<file path="config.mk">
export PLATFORM = sky130hd
export DESIGN_NAME = ss_map_seq
export DESIGN_NICKNAME = d
export VERILOG_FILES = /design/src/rtl/ss_map_seq.sv
export SDC_FILE = /design/constraint.sdc
export NUM_CORES = 1
export LEC_CHECK = 0
export BUFFER_PORTS_ARGS = -buffer_cell sky130_fd_sc_hd__buf_2
export CORE_MARGIN = 5
export CORE_UTILIZATION = 55
export CTS_BUF_LIST = sky130_fd_sc_hd__clkbuf_4
export CTS_CLUSTER_SIZE = 40
export DETAILED_ROUTE_END_ITERATION = 10
export HOLD_SLACK_MARGIN = 0.08
export PLACE_DENSITY = 0.8
export SLEW_MARGIN = 20
export SYNTH_ARGS = -nofsm -noshare
export SYNTH_HDL_FRONTEND = slang
export SYNTH_SLANG_ARGS = --single-unit
</file>
<file path="constraint.sdc">
create_clock -name clk -period 2.9 [get_ports clk]
set_clock_uncertainty 0.15 [all_clocks]
set_input_delay 0.58 -clock clk [delete_from_list [all_inputs] [get_ports clk]]
set_output_delay 0.58 -clock clk [all_outputs]
set_load 0.02 [all_outputs]
</file>
<file path="src/rtl/ss_map_seq.sv">
// Save-state initiator: walks mapper registers over the ss_* port into a byte buffer (SAVE) or back (LOAD).
// Optional macro SS_CSUM_EN adds an 8-bit modular checksum byte stored at buf[REG_COUNT].
module ss_map_seq #(
   parameter int REG_COUNT  = 128,
   parameter int STROBE_CYC = 2,
   parameter int IDX_ADDR   = 127
) (
   input  logic       clk,
   input  logic       rst_n,
   input  logic       start_save,
   input  logic       start_load,
   output logic       busy,
   output logic       done,
   output logic       err,
   output logic       ss_act,
   output logic       ss_we,
   output logic       ss_m2,
   output logic [7:0] ss_addr,
   output logic [7:0] ss_wdat,
   input  logic [7:0] ss_rdat,
   output logic [7:0] buf_addr,
   output logic       buf_we,
   output logic [7:0] buf_wdat,
   input  logic [7:0] buf_rdat
);

   typedef enum logic [3:0] {
      IDLE, S_RD, S_WR, S_CS, L_SUM, L_SCMP, L_IDX, L_CHK, L_FET, L_HI, L_LO, FIN, ERR
   } state_t;

   localparam logic [7:0] LAST_N  = 8'(REG_COUNT - 1);
   localparam logic [7:0] IDX_N   = 8'(IDX_ADDR);
   localparam logic [7:0] PH_LAST = 8'(STROBE_CYC - 1);
   localparam logic [7:0] FIRST_N = (IDX_ADDR == 0) ? 8'd1 : 8'd0;

`ifdef SS_CSUM_EN
   localparam state_t     LOAD_ENTRY = L_SUM;
   localparam state_t     SAVE_EXIT  = S_CS;
   localparam logic [7:0] CSUM_N     = 8'(REG_COUNT);
   logic [7:0] sum;
`else
   localparam state_t LOAD_ENTRY = L_IDX;
   localparam state_t SAVE_EXIT  = FIN;
`endif

   state_t     state, state_nxt;
   logic [7:0] n, cnt, wdat_q;
   logic [7:0] n_inc, n_skip;
   logic       ph_end, load_last, start_go;

   assign n_inc    = n + 8'd1;
   assign n_skip   = n + 8'd2;
   assign ph_end   = (cnt == PH_LAST);
   assign start_go = (state == IDLE) && (start_save || start_load);
   // The read-only index register is never written, so it may also end the walk.
   assign load_last = (n == LAST_N) || ((n_inc == IDX_N) && (n_inc == LAST_N));

   always_ff @(posedge clk or negedge rst_n) begin
      if (!rst_n) state <= IDLE;
      else        state <= state_nxt;
   end

   // NOTE: every output gets a default before the case, so no path leaves one unassigned and no latch is inferred.
   always_comb begin
      state_nxt = state;
      busy      = 1'b0;
      done      = 1'b0;
      ss_act    = 1'b0;
      ss_we     = 1'b0;
      ss_m2     = 1'b1;
      ss_addr   = 8'd0;
      ss_wdat   = 8'd0;
      buf_addr  = 8'd0;
      buf_we    = 1'b0;
      buf_wdat  = 8'd0;
      if (state != IDLE && state != ERR) begin
         busy   = 1'b1;
         ss_act = 1'b1;
      end
      case (state)
         IDLE: begin
            if (start_save)      state_nxt = S_RD;
            else if (start_load) state_nxt = LOAD_ENTRY;
         end
         S_RD: begin
            ss_addr  = n;
            buf_addr = n;
            if (ph_end) state_nxt = S_WR;
         end
         S_WR: begin
            ss_addr   = n;
            buf_addr  = n;
            buf_we    = 1'b1;
            buf_wdat  = ss_rdat;
            state_nxt = (n == LAST_N) ? SAVE_EXIT : S_RD;
         end
`ifdef SS_CSUM_EN
         S_CS: begin
            buf_addr  = CSUM_N;
            buf_we    = 1'b1;
            buf_wdat  = sum;
            state_nxt = FIN;
         end
         L_SUM: begin
            buf_addr = n;
            if (n == CSUM_N) state_nxt = L_SCMP;
         end
         L_SCMP: begin
            buf_addr  = CSUM_N;
            state_nxt = (sum == buf_rdat) ? L_IDX : ERR;
         end
`endif
         L_IDX: begin
            ss_addr  = IDX_N;
            buf_addr = IDX_N;
            if (ph_end) state_nxt = L_CHK;
         end
         L_CHK: begin
            ss_addr   = IDX_N;
            buf_addr  = IDX_N;
            state_nxt = (ss_rdat == buf_rdat) ? L_FET : ERR;
         end
         L_FET: begin
            ss_addr   = n;
            buf_addr  = n;
            state_nxt = L_HI;
         end
         L_HI: begin
            ss_addr  = n;
            buf_addr = n;
            ss_we    = 1'b1;
            // Buffer data arrives this cycle; afterwards the captured copy is presented.
            ss_wdat  = (cnt == 8'd0) ? buf_rdat : wdat_q;
            if (ph_end) state_nxt = L_LO;
         end
         L_LO: begin
            ss_addr  = n;
            buf_addr = n;
            ss_we    = 1'b1;
            ss_m2    = 1'b0;
            ss_wdat  = wdat_q;
            if (ph_end) state_nxt = load_last ? FIN : L_FET;
         end
         FIN: begin
            done      = 1'b1;
            state_nxt = IDLE;
         end
         default: state_nxt = IDLE;
      endcase
   end

   always_ff @(posedge clk or negedge rst_n) begin
      if (!rst_n) begin
         n      <= 8'd0;
         cnt    <= 8'd0;
         wdat_q <= 8'd0;
         err    <= 1'b0;
      end else begin
         cnt <= (state_nxt == state) ? cnt + 8'd1 : 8'd0;
         if (start_go) begin
            n   <= 8'd0;
            err <= 1'b0;
         end
         if (state_nxt == ERR) err <= 1'b1;
         case (state)
            S_WR:  if (n != LAST_N) n <= n_inc;
`ifdef SS_CSUM_EN
            L_SUM: n <= (n == CSUM_N) ? 8'd0 : n_inc;
`endif
            L_CHK: n <= FIRST_N;
            L_HI:  if (cnt == 8'd0) wdat_q <= buf_rdat;
            L_LO:  if (ph_end && !load_last) n <= (n_inc == IDX_N) ? n_skip : n_inc;
            default: ;
         endcase
      end
   end

`ifdef SS_CSUM_EN
   // Buffer reads lag buf_addr by one cycle, so the pre-pass adds byte n-1 while addressing n.
   always_ff @(posedge clk or negedge rst_n) begin
      if (!rst_n)                          sum <= 8'd0;
      else if (start_go)                   sum <= 8'd0;
      else if (state == S_WR)              sum <= sum + ss_rdat;
      else if (state == L_SUM && n != 8'd0) sum <= sum + buf_rdat;
   end
`endif

endmodule

</file>
==> flow_summary.ini <==
[critical_path]
worst_setup_path_start_kind = flop
crit_path_cell_trace = nor4_4 -> nand3_2 -> nor4b_4 -> buf_6 -> a22o_1 -> buf_6
worstPathArrival_ps = 2060
reg2reg_setup_slack_ps = 510
cpPeakStageDelay_ps = 450
crit_type = flop to output port
cp.required_ps = 2170
r2r_cells = 5
crit_path_top_delay_cell = dfrtp_2
cpMostUsedCell = buf_6
r2r-end = cnt[3]$_DFF_PN0_
r2r-start = state[3]$_DFF_PN0_
end_kind = output port
path_max_fanout = 8
timing.critical_path.from = cnt[5]$_DFF_PN0_

[floorplan]
fp.dieH_um = 74.66
die_area_sq_um = 5574
initial_core_util_pct = 57.08
rows = 23
die_x_um = 74.66
ioPinCount = 59
core_area_sq_um = 4029

[clocking]
root_buffer = clkbuf_4
htreeDepth = 2
cts.sinks = 29
clock_latency_ps = 330
cts.path.max_buffers = 2
tritoncts = built
clkTransAtPathRegs_ps = 100
cts_buffers = 5

[yosys]
ys_seq_area_share_pct = 31.56
syn_nets = 280
syn_avg_cell_area_sq_um = 9.054
ys_ff_latch = 29
syn_area_sq_um = 2300
syn_inst = 254
synthDistinctLibCells = 57
synth_ff_type = dfrtp_1
yosysWarnings = 0
synth_edf_count = 0
synthArstFlopShare_pct = 100.0

[sta]
tightestPinTransition_ps = 701.4
rsz0062_at_grt = true
relSlewSlack_pct = 52.75
timing.final.ws_setup_ps = 108.8
hold_viol = 0
min_period_ps = 2791
setup_viol = 0
period_share_pct = 96.25
fmax_ghz = 0.3583
drv_slew = 0

[pwr]
pwr-share-clk_pct = 20.1
p_total_w = 0.002068
power.density_nw_per_um2 = 748.4
p_int_w = 0.001175
cellLeakagePower_nw = 1.298
switchingPower_w = 0.0008931
netSwitchingFraction_pct = 43.20
power_frac_seq_pct = 30.4
power_frac_comb_pct = 49.5
ir_drop_mv = 0.4176

[placed_design]
place_area_sq_um = 2555
dp_hpwl_mm = 4.074
place.gp.congestion = 0.8933
port_buffers = 58
dp_slack_ps = 313.7
placed_cells = 346

[routing]
wl_mm = 5.654
drt-pass1-iter-count = 5
vias_per_cell = 5.909
drt_iter0_markers = 114
antenna_left = 0
drc_errors = 0
wl_per_cell_um = 15.62
num_vias = 2139

[status]
outcome = completed

[grt]
track_usage_pct = 20.69
grt_use_met2_pct = 33.56
grt_max_degree = 30
grt_pass1_wl_mm = 8.901
grtUsageMet3_pct = 3.338
grt_pass1_vias = 1939
grt_most_used_layer = met2
globalRouteMet1Util_pct = 27.82
antenna_found_initial = 0
overflow = 0

[cells_and_area]
syn2layout_area_growth_pct = 20.13
fin_nets = 337
final_cells = 362
num_antenna_cells = 0
postLayoutCellArea_sq_um = 2763
fillCellCount = 322
drive_gt1_share_pct = 34.29

[flow_run]
drv_cap = 0

[worst_hold_path]
hp-class = input port to asynchronous set/reset pin
-- worst max-delay path by stage --
stage          slack [ps]  cells after the start          to
3_3_place_gp          410                      6  ss_wdat[0]
6_report              110                      6  ss_wdat[3]
2_1_floorplan         110                      5  ss_addr[7]
4_1_cts                 5                      6  ss_wdat[3]
5_1_grt               -10                      6  ss_wdat[7]
3_5_place_dp          310                      5  ss_wdat[0]
-- flip-flops by register name (all words and copies together), names as in the netlist --
name and count:
wdat_q 8, err 1, cnt 8, n 8
state 4
-- synth_stat cells (2+ instances only) --
master | instances | area share, %
o211ai_1 | 5 | 1.6
and3_2 | 2 | 0.65
ha_1 | 6 | 3.3
nor3_1 | 13 | 2.8
clkbuf_1 | 4 | 0.65
inv_1 | 11 | 1.8
nor4b_1 | 3 | 1.1
mux2i_1 | 8 | 3.5
or3_1 | 3 | 0.82
nor4_1 | 5 | 1.4
o2bb2ai_1 | 2 | 0.76
nand2_1 | 22 | 3.6
a22o_2 | 2 | 0.87
buf_2 | 6 | 1.3
dfrtp_1 | 29 | 32
a22o_1 | 6 | 2.3
a21oi_1 | 13 | 2.8
mux2_2 | 6 | 2.9
and3b_1 | 3 | 1.1
o22ai_1 | 4 | 1.1
nand2b_1 | 6 | 1.6
nor2b_1 | 5 | 1.4
xnor2_1 | 2 | 0.76
o21ai_0 | 11 | 2.4
buf_4 | 10 | 3.3
nand4_1 | 2 | 0.54
and2_1 | 9 | 2.4
or2_2 | 2 | 0.54
nor2_1 | 6 | 0.98
mux2_4 | 2 | 1.3
nand3_1 | 6 | 1.3
buf_6 | 2 | 0.98
xor2_1 | 13 | 5.0
nand3_2 | 2 | 0.87
-- layout by cell type (no fill, tap or decap), drive strengths merged, types with 8 or more instances in the layout --
cell,netlist,final
dfrtp,29,29
a21oi,13,13
nand3,8,8
nand2,22,22
xor2,13,13
inv,11,11
mux2i,8,8
buf,18,72
and2,10,10
o21ai,11,11
nor3,13,13
mux2,8,8
a22o,8,8
-- timing repair --
item / 4_1_cts / 5_1_grt
resized for setup: 1 / 17
buffers inserted: 0 / 7
cloned: 0 / 1
setup endpoints to repair: 8 / 13
hold buffers: 0 / 0
pin swaps: 0 / 5
-- critical path: cells and delay by family (launching register included) --
kind,cells,cell delay [ps]
AND/OR/NAND/NOR,3,840
flip-flops,1,450
buffers and inverters,2,290
AO/OA/AOI/OAI,1,160
-- metrics by stage --
step | utilization (%) | setup TNS [ps] | hold WS, ps
2_1_floorplan | - | 0 | 134.4
3_3_place_gp | 63.42 | 0 | 307.8
3_5_place_dp | 63.42 | 0 | 325.5
4_1_cts | 66.06 | 0 | 127.8
5_1_grt | 68.57 | -47.52 | 183.1
6_report | 68.57 | 0 | 126.7
-- power by group through the flow --
stage | Clock, W | Combinational [W] | Sequential, W
CTS | 0.000424 | 0.000987 | 0.000627
detailed placement | 0 | 0.000976 | 0.000635
global placement | 0 | 0.000951 | 0.000627
floorplan | 0 | 0.000804 | 0.000571
global route | 0.000435 | 0.00114 | 0.000648
finish | 0.000415 | 0.00102 | 0.000629
-- layout make-up --
cell class	instances	area, sq um	share of cell area (%)
sequential	29	728.2	26.36
clock inverter	3	65.06	2.355
clock buffer	5	37.54	1.359
tap	50	62.56	2.264
multi-input combinational	192	1396	50.54
inverter	11	41.29	1.495
timing repair buffer	72	431.7	15.62
-- cell families (layout without fill, tap and decap cells) --
kind of cell / count (synthesis) / in the layout / synth area share, %
compound gates: 59 / 59 / 18.88
xor+xnor: 15 / 15 / 5.713
fa+ha+maj: 6 / 6 / 3.264
buf+inv: 33 / 91 / 7.998
flops: 29 / 29 / 31.56
mux: 16 / 16 / 7.726
simple gates: 96 / 96 / 24.86
-- per-layer routing --
metal / wire [um] / up-vias
met3: 445 / 9
met4: 89 / 0
li1: - / 1035
met1: 2455 / 1013
met5: 0 / -
met2: 2663 / 82
No activity file was read; power rests on OpenSTA's default activity.
